===== config.mk =====
export PLATFORM = sky130hd
export DESIGN_NAME = frame_write_sched
export DESIGN_NICKNAME = d
export VERILOG_FILES = /design/src/rtl/frame_write_sched_pkg.sv /design/src/rtl/frame_write_sched_fifo.sv /design/src/rtl/frame_write_sched.sv
export SDC_FILE = /design/constraint.sdc
export NUM_CORES = 1
export LEC_CHECK = 0
export CAP_MARGIN = 25
export CELL_PAD_IN_SITES_DETAIL_PLACEMENT = 1
export CELL_PAD_IN_SITES_GLOBAL_PLACEMENT = 1
export CORE_AREA = 2 2 157 159
export DETAILED_ROUTE_END_ITERATION = 6
export DIE_AREA = 0 0 159 161
export PLACE_DENSITY = 0.82
export RECOVER_POWER = 50
export SLEW_MARGIN = 20
export SYNTH_ARGS = -nofsm -noshare
export SYNTH_HDL_FRONTEND = slang
export SYNTH_HIERARCHICAL = 1
export SYNTH_SLANG_ARGS = --single-unit

===== constraint.sdc =====
create_clock -name HCLK -period 4.3 [get_ports HCLK]
set_input_delay 0.86 -clock HCLK [delete_from_list [all_inputs] [get_ports HCLK]]
set_output_delay 0.86 -clock HCLK [all_outputs]
set_load 0.02 [all_outputs]

===== src/rtl/frame_write_sched_pkg.sv =====
// Shared definitions for the frame write scheduler: pixel-pair packing and FSM state type.
package frame_write_sched_pkg;

    localparam int CH_W     = 8;
    localparam int PIX_W    = 3 * CH_W;
    localparam int PAIR_W   = 2 * PIX_W;
    localparam int ODD_OFS  = PIX_W;   // {R0,G0,B0} occupies the upper half of a pair
    localparam int EVEN_OFS = 0;

    typedef enum logic [1:0] {
        IDLE   = 2'd0,
        ACTIVE = 2'd1,
        GAP    = 2'd2,
        DONE   = 2'd3
    } sched_state_t;

    function automatic logic [PAIR_W-1:0] pack_pair(input logic [PIX_W-1:0] odd_pix,
                                                     input logic [PIX_W-1:0] even_pix);
        logic [PAIR_W-1:0] p;
        p = '0;
        p[ODD_OFS  +: PIX_W] = odd_pix;
        p[EVEN_OFS +: PIX_W] = even_pix;
        return p;
    endfunction

endpackage


===== src/rtl/frame_write_sched_fifo.sv =====
// Synchronous pixel-pair FIFO with flush; pointers carry one extra wrap bit.
module frame_write_sched_fifo #(
    parameter int DEPTH = 4,
    parameter int DW    = 48
) (
    input  logic          clk,
    input  logic          rst_n,
    input  logic          flush,
    input  logic          push,
    input  logic          pop,
    input  logic [DW-1:0] wdata,
    output logic [DW-1:0] rdata,
    output logic          full,
    output logic          empty
);

    localparam int AW = $clog2(DEPTH);

    logic [DW-1:0] mem [DEPTH];
    logic [AW:0]   wr_ptr;
    logic [AW:0]   rd_ptr;
    logic          do_push;
    logic          do_pop;

    assign empty   = (wr_ptr == rd_ptr);
    assign full    = (wr_ptr[AW] != rd_ptr[AW]) && (wr_ptr[AW-1:0] == rd_ptr[AW-1:0]);
    assign do_push = push && !full && !flush;
    assign do_pop  = pop && !empty && !flush;
    assign rdata   = mem[rd_ptr[AW-1:0]];

    always_ff @(posedge clk or negedge rst_n) begin
        if (!rst_n) begin
            wr_ptr <= '0;
            rd_ptr <= '0;
        end else if (flush) begin
            wr_ptr <= '0;
            rd_ptr <= '0;
        end else begin
            if (do_push) wr_ptr <= wr_ptr + 1'b1;
            if (do_pop)  rd_ptr <= rd_ptr + 1'b1;
        end
    end

    // Storage needs no reset: only slots between the pointers are ever read.
    always_ff @(posedge clk) begin
        if (do_push) mem[wr_ptr[AW-1:0]] <= wdata;
    end

endmodule


===== src/rtl/frame_write_sched.sv =====
// Frame scheduler: buffers upstream pixel pairs and emits one frame of hsync-qualified pairs
// with idle gaps between rows, row/col tracking, frame_done pulse and abort.
module frame_write_sched
    import frame_write_sched_pkg::*;
#(
    parameter int WIDTH      = 100,
    parameter int HEIGHT     = 100,
    parameter int ROW_GAP    = 2,
    parameter int FIFO_DEPTH = 4,
    localparam int COLS      = WIDTH / 2,
    localparam int ROW_W     = (HEIGHT > 1) ? $clog2(HEIGHT) : 1,
    localparam int COL_W     = (COLS > 1) ? $clog2(COLS) : 1
) (
    input  logic              HCLK,
    input  logic              HRESETn,
    input  logic              start,
    input  logic              abort,
    input  logic              in_valid,
    output logic              in_ready,
    input  logic [PAIR_W-1:0] in_pix,
    output logic              out_hsync,
    output logic [PAIR_W-1:0] out_pix,
    output logic [ROW_W-1:0]  row,
    output logic [COL_W-1:0]  col,
    output logic              busy,
    output logic              frame_done
);

    localparam int TOTAL = COLS * HEIGHT;
    localparam int ACC_W = $clog2(TOTAL + 1);
    localparam int GAP_W = (ROW_GAP > 1) ? $clog2(ROW_GAP) : 1;
    localparam logic [GAP_W-1:0] GAP_LAST  = GAP_W'((ROW_GAP > 0) ? ROW_GAP - 1 : 0);
    localparam logic [COL_W-1:0] COL_LAST  = COL_W'(COLS - 1);
    localparam logic [ROW_W-1:0] ROW_LAST  = ROW_W'(HEIGHT - 1);
    localparam logic [ACC_W-1:0] ACC_TOTAL = ACC_W'(TOTAL);

    sched_state_t      state;
    sched_state_t      next_state;
    logic [ACC_W-1:0]  accepted;
    logic [GAP_W-1:0]  gap_cnt;
    logic              pop;
    logic              push;
    logic              flush;
    logic              full;
    logic              empty;
    logic [PAIR_W-1:0] rdata;
    logic              last_col;
    logic              last_row;
    logic              all_accepted;

    assign last_col     = (col == COL_LAST);
    assign last_row     = (row == ROW_LAST);
    assign all_accepted = (accepted == ACC_TOTAL);
    assign push         = in_valid && in_ready;

    frame_write_sched_fifo #(
        .DEPTH (FIFO_DEPTH),
        .DW    (PAIR_W)
    ) u_fifo (
        .clk   (HCLK),
        .rst_n (HRESETn),
        .flush (flush),
        .push  (push),
        .pop   (pop),
        .wdata (in_pix),
        .rdata (rdata),
        .full  (full),
        .empty (empty)
    );

    always_ff @(posedge HCLK or negedge HRESETn) begin
        if (!HRESETn) state <= IDLE;
        else          state <= next_state;
    end

    always_comb begin
        next_state = state;
        pop        = 1'b0;
        in_ready   = 1'b0;
        flush      = abort;
        unique case (state)
            IDLE: begin
                if (start) begin
                    next_state = ACTIVE;
                    flush      = 1'b1;
                end
            end
            ACTIVE: begin
                in_ready = !full && !all_accepted;
                pop      = !empty && !abort;
                if (pop && last_col) begin
                    if (last_row)         next_state = DONE;
                    else if (ROW_GAP > 0) next_state = GAP;
                end
            end
            GAP: begin
                in_ready = !full && !all_accepted;
                if (gap_cnt == GAP_LAST) next_state = ACTIVE;
            end
            DONE: begin
                next_state = IDLE;
            end
            default: next_state = IDLE;
        endcase
        // Abort overrides every other transition, including a pending start.
        if (abort) next_state = IDLE;
    end

    always_ff @(posedge HCLK or negedge HRESETn) begin
        if (!HRESETn) begin
            row        <= '0;
            col        <= '0;
            accepted   <= '0;
            gap_cnt    <= '0;
            out_hsync  <= 1'b0;
            out_pix    <= '0;
            busy       <= 1'b0;
            frame_done <= 1'b0;
        end else if (abort) begin
            row        <= '0;
            col        <= '0;
            accepted   <= '0;
            gap_cnt    <= '0;
            out_hsync  <= 1'b0;
            busy       <= 1'b0;
            frame_done <= 1'b0;
        end else begin
            out_hsync  <= pop;
            frame_done <= (state == DONE);
            gap_cnt    <= (state == GAP) ? gap_cnt + 1'b1 : '0;
            if (pop) out_pix <= rdata;
            if (push) accepted <= accepted + 1'b1;
            // Row stops at the last row so it never wraps past the frame.
            if (pop) begin
                if (last_col) begin
                    col <= '0;
                    if (!last_row) row <= row + 1'b1;
                end else begin
                    col <= col + 1'b1;
                end
            end
            if (state == IDLE && start) begin
                busy     <= 1'b1;
                row      <= '0;
                col      <= '0;
                accepted <= '0;
            end
            if (state == DONE) busy <= 1'b0;
        end
    end

endmodule


Yosys cells after proc, flatten, opt, wreduce, memory -nomap -nowiden
Memories as Yosys holds them, arrays and structs flattened. A register that Yosys moved wholly into a read port is not among the register bits.
Index checks and enable logic that the tools add are counted.
{ "op_classes": {"n_reduce_logical": 27, "addsub": 6, "n_bitwise": 1, "n_eq_ne": 13, "mux": 35} }
{ "ops": {"columns": ["operator", "count"], "rows": [
  ["$mux W13", 3],
  ["$mux W7", 5],
  ["$mux W6", 4],
  ["$mux W1", 14],
  ["$add A13 B1 Y13 const B", 1],
  ["$eq A13 B13 Y1 const B", 1],
  ["$mux W3", 4],
  ["$reduce_bool A3 Y1", 4],
  ["$logic_and A1 B1 Y1", 10],
  ["$ne A3 B3 Y1 const B", 3],
  ["$mux W2", 4],
  ["$pmux W2 S4", 1],
  ["$add A7 B1 Y7 const B", 1],
  ["$eq A7 B7 Y1 const B", 1],
  ["$add A3 B1 Y3 const B", 2],
  ["$add A6 B1 Y6 const B", 1],
  ["$eq A6 B6 Y1 const B", 1],
  ["$logic_not A1 Y1", 6],
  ["$reduce_and A3 Y1", 2],
  ["$eq A2 B2 Y1 const B", 2],
  ["$reduce_bool A2 Y1", 2],
  ["$eq A3 B3 Y1", 1],
  ["$ne A3 B2 Y1 const B", 1],
  ["$eq A2 B1 Y1 const B", 1],
  ["other kinds (7)", 7]
]} }
{ "word_totals": {"elab_cells": 93, "output_inout_bits": 65, "input_bits": 53, "ram_bits": 192, "register_bits": 38, "n_memories": 1} }
{ "mem_list": {"columns": ["name", "words", "word_bits", "rd", "rd_clocked_by_memory_dff", "wr", "line", "text"], "rows": [
  ["u_fifo.mem", 4, 48, 1, 1, 1, "frame_write_sched_fifo.sv:19", "logic [DW-1:0] mem [DEPTH];"]
]} }

Logic depth before layout (Yosys ltp)
Gate-level depths: netlist (run 1).
{ "logic_depth": {"depth_word": 10, "depth_mapped": 11} }

Modules after synthesis
The synthesis (run 1) kept the hierarchy.
{ "modules_own_cells": {"columns": ["mod", "instances", "area_per_inst_um2", "seq_area_each_um2", "cells_per_inst"], "rows": [
  ["frame_write_sched_fifo", 1, 7444.6, 5915.7, 315],
  ["frame_write_sched", 1, 3577.2, 2001.9, 390]
]} }

Worst setup path before layout (run 1)
OpenSTA, ideal clock, no wires.
{ "synth_path": {"path_type": "in2reg", "startpoint": "input start", "endpoint": "memory u_fifo.mem[1][0], enable pin", "path_buffers": 2, "path_stages": 6, "path_slack_ns": 0.632, "arrival_ns": 3.257, "setup_ns": 0.410, "required_ns": 3.890, "path_cell_list": "a21oi_1 -> clkinv_1 -> clkbuf_1 -> clkbuf_1 -> a311oi_1 -> and2_1"} }
{ "synth_between": {"elab_chain_cells": 6} }
{ "synth_lines": {"columns": ["element", "line", "text"], "rows": [
  ["start, declared", "frame_write_sched.sv:16", "input logic start,"],
  ["$mux W1", "frame_write_sched.sv:83", "if (start) begin"],
  ["$mux W1", "frame_write_sched.sv:81", "unique case (state)"],
  ["named net flush", "frame_write_sched.sv:43", "logic flush;"],
  ["$logic_not A1 Y1", "frame_write_sched_fifo.sv:27", "assign do_push = push && !full && !flush;"],
  ["$logic_and A1 B1 Y1", "frame_write_sched_fifo.sv:27", null],
  ["$mux W1", "frame_write_sched_fifo.sv:46", "if (do_push) mem[wr_ptr[AW-1:0]] <= wdata;"],
  ["$mux W1 (implied by the code)", "frame_write_sched_fifo.sv:46", null],
  ["end, declared", "frame_write_sched_fifo.sv:19", null]
]} }
The timed path passes the listed nets, and every way through them passes these cells.

Worst setup path after layout (run 1)
{ "layout_path": {"startpoint": "register accepted[1]", "endpoint": "output in_ready"} }
{ "layout_between": {"elab_chain_cells": 4} }
{ "layout_lines": {"columns": ["element", "line", "text"], "rows": [
  ["start, declared", "frame_write_sched.sv:39", "logic [ACC_W-1:0] accepted;"],
  ["start signal, assigned", "frame_write_sched.sv:132", "if (push) accepted <= accepted + 1'b1;"],
  ["$eq A13 B13 Y1", "frame_write_sched.sv:53", "assign all_accepted = (accepted == ACC_TOTAL);"],
  ["$logic_not A1 Y1", "frame_write_sched.sv:89, frame_write_sched.sv:97", null],
  ["$logic_and A1 B1 Y1", "frame_write_sched.sv:89, frame_write_sched.sv:97", null],
  ["$mux W1", null, null],
  ["end, declared", "frame_write_sched.sv:19", "output logic in_ready,"]
]} }
No other way between the ends.

==> out/qor.txt, run 1 <==
Clock power frac -> 36.1%
startpoint types -> flop
switching power -> 0.00183 W
clk_lat worst skew -> 0.54 ns
failing checks -> capacitance limit, slew limit
# hold bufs at CTS -> 0
yosys warns -> 6
max incr delay on CP -> 0.56 ns
port bufs -> 117
post-CTS sizing -> 0
Initial Util -> 46.0%
Place WS -> 0.834 ns
H-tree depth -> 1
EDFF count, synth -> 192
DRT Pass-1 Iters -> 5
Worst-path clk slew -> 0.06 ns
via count -> 6473
Comb pwr share -> 16.6%
DRC -> 0
CP endpoint kind -> output pin
commonest non-fill, non-tap cell in the layout -> edfxtp_1
Final WS setup -> 0.742 ns
leak pwr -> 4.98 nW
Netlist cell types -> 59
Post-synth ARST share -> 30.9%
vias in the first global route -> 7252
die width -> 159 um
Sw Share -> 26.5%
WS Path Type -> flop to output pin
Max-Cap Viols -> 3
Mean Syn Cell Area -> 15.6 um2
Final Critical Period -> 3.56 ns
CP max-delay cell -> clkdlybuf4s50_1
routed length per instance -> 21.7 um
Final TNS setup -> 0 ns
Final Hold Vio Count -> 0
Yosys reg bits -> 278
Final Setup Violations -> 0
Clock Path Buffers -> 3
DIE AREA -> 0.0256 mm2
CTS tree -> built
setup bufs post-CTS -> 0
core area -> 0.0240 mm2
Clock Tree Root -> clkbuf_16
share of cells above drive strength 1 -> 14.7%
sequential share of power -> 47.3%
largest net degree at the start of global routing -> 61
RSZ-0062 raised after global routing -> no
worst-path cell chain -> inv_1 > ha_1 > or4b_4 > nor4_4 > nor3b_1 > clkdlybuf4s50_1
hpwl dp -> 15900 um
relative slew slack -> -18.3%
Die Ht -> 161 um
clock skew -> 0.00888 ns
antenna-violating nets left -> 0
global placement routability congestion -> 0.723
status -> complete, but fails checks
nets@finish -> 903
worst path arrival time -> 2.70 ns
Rows -> 57
number of antenna violations at the first check in global routing -> 3
final instance area -> 0.0136 mm2
final worst-path cycle share -> 82.7%
area of the mapped netlist -> 0.0110 mm2
Pins Over Slew Limit -> 123
Sink Count -> 278
Final Core Density -> 56.6%
internal power -> 0.00506 W
pwr/cell area -> 508 mW/mm2
most frequent cells in the layout -> edfxtp_1, nand2_1, dfrtp_1, dlygate4sd3_1, mux4_2
Main synth FF type -> edfxtp_1
synthesis-to-layout area growth -> 23.1%
Max Clk Rate -> 281 MHz
sequential area share after synthesis -> 71.8%
Worst Path Max Fanout -> 6
global-route wire length before repair -> 41400 um
synthesized net count -> 772
Placed Instance Area -> 0.0126 mm2
Gate Count Post-Synth -> 705
Worst Tran Pin Value -> 1.77 ns
GRT overflow -> 0
Tot GR Track Use -> 20.7%
via density per instance -> 5.47
Num CTS Buffers -> 28
WL final -> 25700 um
Hold Path Class -> flop to flop
worst vdd ir -> 0.372 mV
drt initial violations -> 482
required time worst endpoint -> 3.44 ns
Top-Level Pins -> 118
## worst paths after layout
kind | cells after the start | start | to | slack (ns)
max | 6 | accepted[1] | in_ready | 0.74
max reg2reg | 9 | u_fifo/wr_ptr[0] | u_fifo/mem[0][3] | 1.13
min reg2reg | 2 | out_pix[28] | out_pix[28] | 0.47
min in group asynchronous | 1 | HRESETn | gap_cnt | 0.80
min | 2 | out_pix[28] | out_pix[28] | 0.47
max in group asynchronous | 2 | HRESETn | u_fifo/rd_ptr[1] | 1.25
## kinds of logic (layout without fill, tap and decap cells)
kind of cell | after synthesis | after routing | synth area share [%]
simple gates | 256 | 256 | 10.9
compound gates | 52 | 52 | 2.95
mux | 50 | 50 | 10.0
fa+ha+maj | 14 | 14 | 1.59
flops | 278 | 278 | 71.8
buf+inv | 40 | 193 | 1.53
other cells | 0 | 2 | 0
xor+xnor | 15 | 15 | 1.19
## synth_stat cells (all sizes together), types with 2 or more instances
cell / instances / share of area [%]
and3: 3 / 0.17
and2: 5 / 0.28
buf: 13 / 0.60
dfrtp: 86 / 20
nor2b: 5 / 0.31
clkbuf: 15 / 0.51
nand4bb: 2 / 0.20
o211ai: 2 / 0.14
a31o: 2 / 0.16
nand4: 8 / 0.45
nor3: 4 / 0.18
nand3b: 2 / 0.14
nand4b: 2 / 0.16
nor4: 6 / 0.48
mux4: 48 / 9.8
xnor2: 10 / 0.79
nand2b: 4 / 0.23
ha: 14 / 1.6
xor2: 5 / 0.40
inv: 10 / 0.34
nor3b: 3 / 0.20
a211oi: 2 / 0.18
nor2: 20 / 0.70
nand2: 163 / 5.6
edfxtp: 192 / 52
nand3: 8 / 0.36
or4: 2 / 0.14
o31ai: 2 / 0.18
a21oi: 22 / 1.0
or3: 12 / 0.70
clkinv: 2 / 0.079
o21ai: 11 / 0.50
a31oi: 3 / 0.17
## flip-flops by register name, summed over array words and instances (netlist names)
name,cells
frame_done,1
busy,1
accepted,13
col,6
out_hsync,1
u_fifo/mem,192
u_fifo/rd_ptr,3
out_pix,48
gap_cnt,1
u_fifo/wr_ptr,3
state,2
row,7
## cell type report
class | instances | area (um2)
flip-flops and latches | 278 | 7920
clock inverters | 14 | 135
diodes | 2 | 5.00
inverters | 12 | 46.3
well taps | 324 | 405
fillers | 2286 | 10400
repair buffers | 129 | 1290
clock buffers | 38 | 820
multi-input cells | 387 | 2940
## critical path: cells and delay by family (launching register included)
family                     cells  cell delay, ns
and+or+nand+nor                3            0.97
adders and majority gates      1            0.14
DFF                            1            0.40
buffers and inverters          2            0.66
## power by group through the flow
stage               clock (W)  sequential [W]  combinational (W)
floorplan                   0         0.00352           0.000327
global route          0.00263         0.00329            0.00124
detailed placement          0         0.00331            0.00119
global placement            0         0.00330            0.00113
CTS                   0.00255         0.00326            0.00120
finish                0.00249         0.00326            0.00114
## stage by stage
| stage | hold WS [ns] | power [W] | cells |
|---|---|---|---|
| 2_1_floorplan | 0.474 | 0.00385 | 705 |
| 3_3_place_gp | 0.463 | 0.00443 | 1130 |
| 3_5_place_dp | 0.463 | 0.00450 | 1130 |
| 4_1_cts | 0.471 | 0.00701 | 1182 |
| 5_1_grt | 0.506 | 0.00715 | 1183 |
| 6_report | 0.471 | 0.00689 | 1184 |
## layer usage
layer | share of wire, % | global-route usage, % | up-vias
li1 | - | - | 2885
met5 | 0.051 | 0 | -
met4 | 2.1 | 5.83 | 2
met3 | 4.9 | 3.80 | 50
met2 | 53 | 37.2 | 172
met1 | 40 | 25.8 | 3364
No activity file was read; power rests on OpenSTA's default activity.
==> run 2, diff against run 1 <==
--- a/config.mk
+++ b/config.mk
@@ -8,10 +8,10 @@
 export CAP_MARGIN = 25
 export CELL_PAD_IN_SITES_DETAIL_PLACEMENT = 1
 export CELL_PAD_IN_SITES_GLOBAL_PLACEMENT = 1
-export CORE_AREA = 2 2 157 159
+export CORE_AREA = 2 2 164 166
 export DETAILED_ROUTE_END_ITERATION = 6
-export DIE_AREA = 0 0 159 161
-export PLACE_DENSITY = 0.82
+export DIE_AREA = 0 0 166 168
+export PLACE_DENSITY = 0.79
 export RECOVER_POWER = 50
 export SLEW_MARGIN = 20
 export SYNTH_ARGS = -nofsm -noshare
==> constraint.sdc (replaced) <==
create_clock -name HCLK -period 2.9 [get_ports HCLK]
set_input_delay 0.58 -clock HCLK [delete_from_list [all_inputs] [get_ports HCLK]]
set_output_delay 0.58 -clock HCLK [all_outputs]
set_load 0.02 [all_outputs]
==> run 2 against run 1 <==
  * Worst setup slack got worse by 0.48 ns
  * The run still ends with capacitance limit, slew limit left
  * Critical path depth did not move
  * Total power is 48% higher
  * Sequential power rose by 48%
==> out/qor.txt, run 2 (synthesis results as in run 1) <==
status -> complete, but fails checks (unchanged)
failing checks -> capacitance limit, slew limit (unchanged)
pwr/cell area -> 742 mW/mm2 (was 508 mW/mm2)
routed length per instance -> 20.5 um (was 21.7 um)
Hold Path Class -> flop to flop (unchanged)
Die Ht -> 168 um (was 161 um)
relative slew slack -> -63.7% (was -18.3%)
Max-Cap Viols -> 1 (was 3)
Final Critical Period -> 2.64 ns
core area -> 0.0264 mm2 (was 0.0240 mm2)
Reg-to-Reg End -> u_fifo/mem[2][17] (was u_fifo/mem[0][3])
CP max-delay cell -> or4b_4 (was clkdlybuf4s50_1)
Critical Path End -> in_ready (unchanged)
leak pwr -> 5.02 nW (was 4.98 nW)
worst-path cell chain -> inv_1 > ha_1 > or4b_4 > nor4_4 > nor3b_1 > clkbuf_2 (was inv_1 > ha_1 > or4b_4 > nor4_4 > nor3b_1 > clkdlybuf4s50_1)
via count -> 6373 (was 6473)
CTS tree -> built (unchanged)
final worst-path cycle share -> 91.1%
required time worst endpoint -> 2.32 ns (was 3.44 ns)
CP endpoint kind -> output pin (unchanged)
antenna-violating nets left -> 0 (unchanged)
share of cells above drive strength 1 -> 16.1% (was 14.7%)
die width -> 166 um (was 159 um)
drt initial violations -> 479 (was 482)
global-route wire length before repair -> 39700 um (was 41400 um)
Worst Path Max Fanout -> 5 (was 6)
worst path arrival time -> 2.06 ns (was 2.70 ns)
Clock Tree Root -> clkbuf_16 (unchanged)
Placed Instance Area -> 0.0128 mm2 (was 0.0126 mm2)
Critical Path Source -> accepted[0] (was accepted[1])
Num CTS Buffers -> 29 (was 28)
Sink Count -> 278 (unchanged)
max FFs per register -> 192 (unchanged)
WP depth -> 6 (unchanged)
WS Path Type -> flop to output pin (unchanged)
nets@finish -> 920 (was 903)
Place WS -> 0.158 ns (was 0.834 ns)
family with the most delay on the worst path -> simple AND/OR/NAND/NOR gates (unchanged)
Final WS setup -> 0.257 ns (was 0.742 ns)
Pins Over Slew Limit -> 41 (was 123)
clock skew -> 0.0127 ns (was 0.00888 ns)
H-tree depth -> 1 (unchanged)
DRT Pass-1 Iters -> 4 (was 5)
Worst Tran Pin Value -> 2.46 ns (was 1.77 ns)
Final Hold Vio Count -> 0 (unchanged)
Initial Util -> 41.8% (was 46.0%)
Tot GR Track Use -> 18.0% (was 20.7%)
startpoint types -> flop (unchanged)
RR Startpoint -> u_fifo/wr_ptr[1] (was u_fifo/wr_ptr[0])
DIE AREA -> 0.0279 mm2 (was 0.0256 mm2)
synthesis-to-layout area growth -> 24.7% (was 23.1%)
number of antenna violations at the first check in global routing -> 1 (was 3)
hpwl dp -> 15900 um (about the same)
global placement routability congestion -> 0.784 (was 0.723)
via density per instance -> 5.24 (was 5.47)
vias in the first global route -> 7028 (was 7252)
RSZ-0062 raised after global routing -> no (unchanged)
clk_lat worst skew -> 0.55 ns (was 0.54 ns)
Clock Path Buffers -> 3 (unchanged)
reg-to-reg slack, setup -> 0.33 ns (was 1.13 ns)
Worst-path clk slew -> 0.07 ns (was 0.06 ns)
Final Setup Violations -> 0 (unchanged)
commonest non-fill, non-tap cell in the layout -> edfxtp_1 (unchanged)
WL final -> 24900 um (was 25700 um)
max incr delay on CP -> 0.46 ns (was 0.56 ns)
Max Clk Rate -> 378 MHz
Antenna diodes -> 0 (was 2)
GRT overflow -> 0 (unchanged)
Top-Level Pins -> 118 (unchanged)
worst vdd ir -> 0.423 mV (was 0.372 mV)
DRC -> 0 (unchanged)
worst r2r path cells -> 10 (was 9)
fillers -> 2522 (was 2286)
port bufs -> 117 (unchanged)
worst path bufs/invs -> 2 (unchanged)
most frequent cells in the layout -> edfxtp_1, nand2_1, dfrtp_1, clkdlybuf4s50_1, dlygate4sd3_1 (was edfxtp_1, nand2_1, dfrtp_1, dlygate4sd3_1, mux4_2)
largest net degree at the start of global routing -> 56 (was 61)
Rows -> 60 (was 57)
final instance area -> 0.0137 mm2 (was 0.0136 mm2)
## run 2: power breakdown
group	total, W	switching, W	internal [W]
combinational	0.00174	0.000956	0.000789
clock	0.00362	0.00156	0.00206
sequential	0.00484	0.000221	0.00462
## run 2: per-layer routing
metal / GRT usage [%] / share of wire [%] / vias up
met3: 2.99 / 4.1 / 37
met1: 24.9 / 45 / 3285
met5: 0 / 0.052 / -
met2: 30.3 / 49 / 135
met4: 4.42 / 2.0 / 2
li1: - / - / 2914
## run 2: worst min-delay path by stage
stage	startpoint	to	slack (ns)	cells after the start
after global routing	out_pix[28]	out_pix[28]	0.50	2
after CTS	HRESETn	col[1]	0.04	1
after floorplan	HRESETn	accepted[0]	0.28	0
after detailed placement	out_pix[35]	out_pix[35]	0.47	2
after global placement	out_pix[40]	out_pix[40]	0.47	2
final	out_pix[30]	out_pix[30]	0.47	2
## run 2: cell type report
cell class | instances | area [um2] | share of cell area (%)
flip-flops and latches | 278 | 7920 | 57.6
multi-input cells | 387 | 2940 | 21.4
repair buffers | 145 | 1480 | 10.8
clock buffers | 34 | 754 | 5.49
well taps | 341 | 427 | 3.10
clock inverters | 20 | 175 | 1.27
inverters | 12 | 46.3 | 0.337
## run 2: what timing repair did
| action | in CTS | in global routing |
|---|---|---|
| hold buffers | 0 | 0 |
| setup endpoints to repair | 1 | 1 |
| resized for setup | 1 | 3 |
| pin swaps | 1 | 0 |
| buffers inserted | 1 | 0 |
## run 2: through the flow
step / cells / TNS, ns / hold slack, ns / total power, W / utilization [%]
after floorplan: 705 / -13.83 / 0.284 / 0.00570 / -
after global placement: 1162 / 0 / 0.466 / 0.00664 / 48.7
after detailed placement: 1162 / 0 / 0.466 / 0.00669 / 48.7
after CTS: 1217 / 0 / 0.0399 / 0.0103 / 52.2
after global routing: 1217 / 0 / 0.498 / 0.0106 / 52.2
final: 1217 / 0 / 0.473 / 0.0102 / 52.2
## run 2: tightest hold or removal path, cell delays in order, from the launching register on
cell and delay, ns:
dfrtp_1 0.34, nand2_1 0.05, nand2_1 0.05
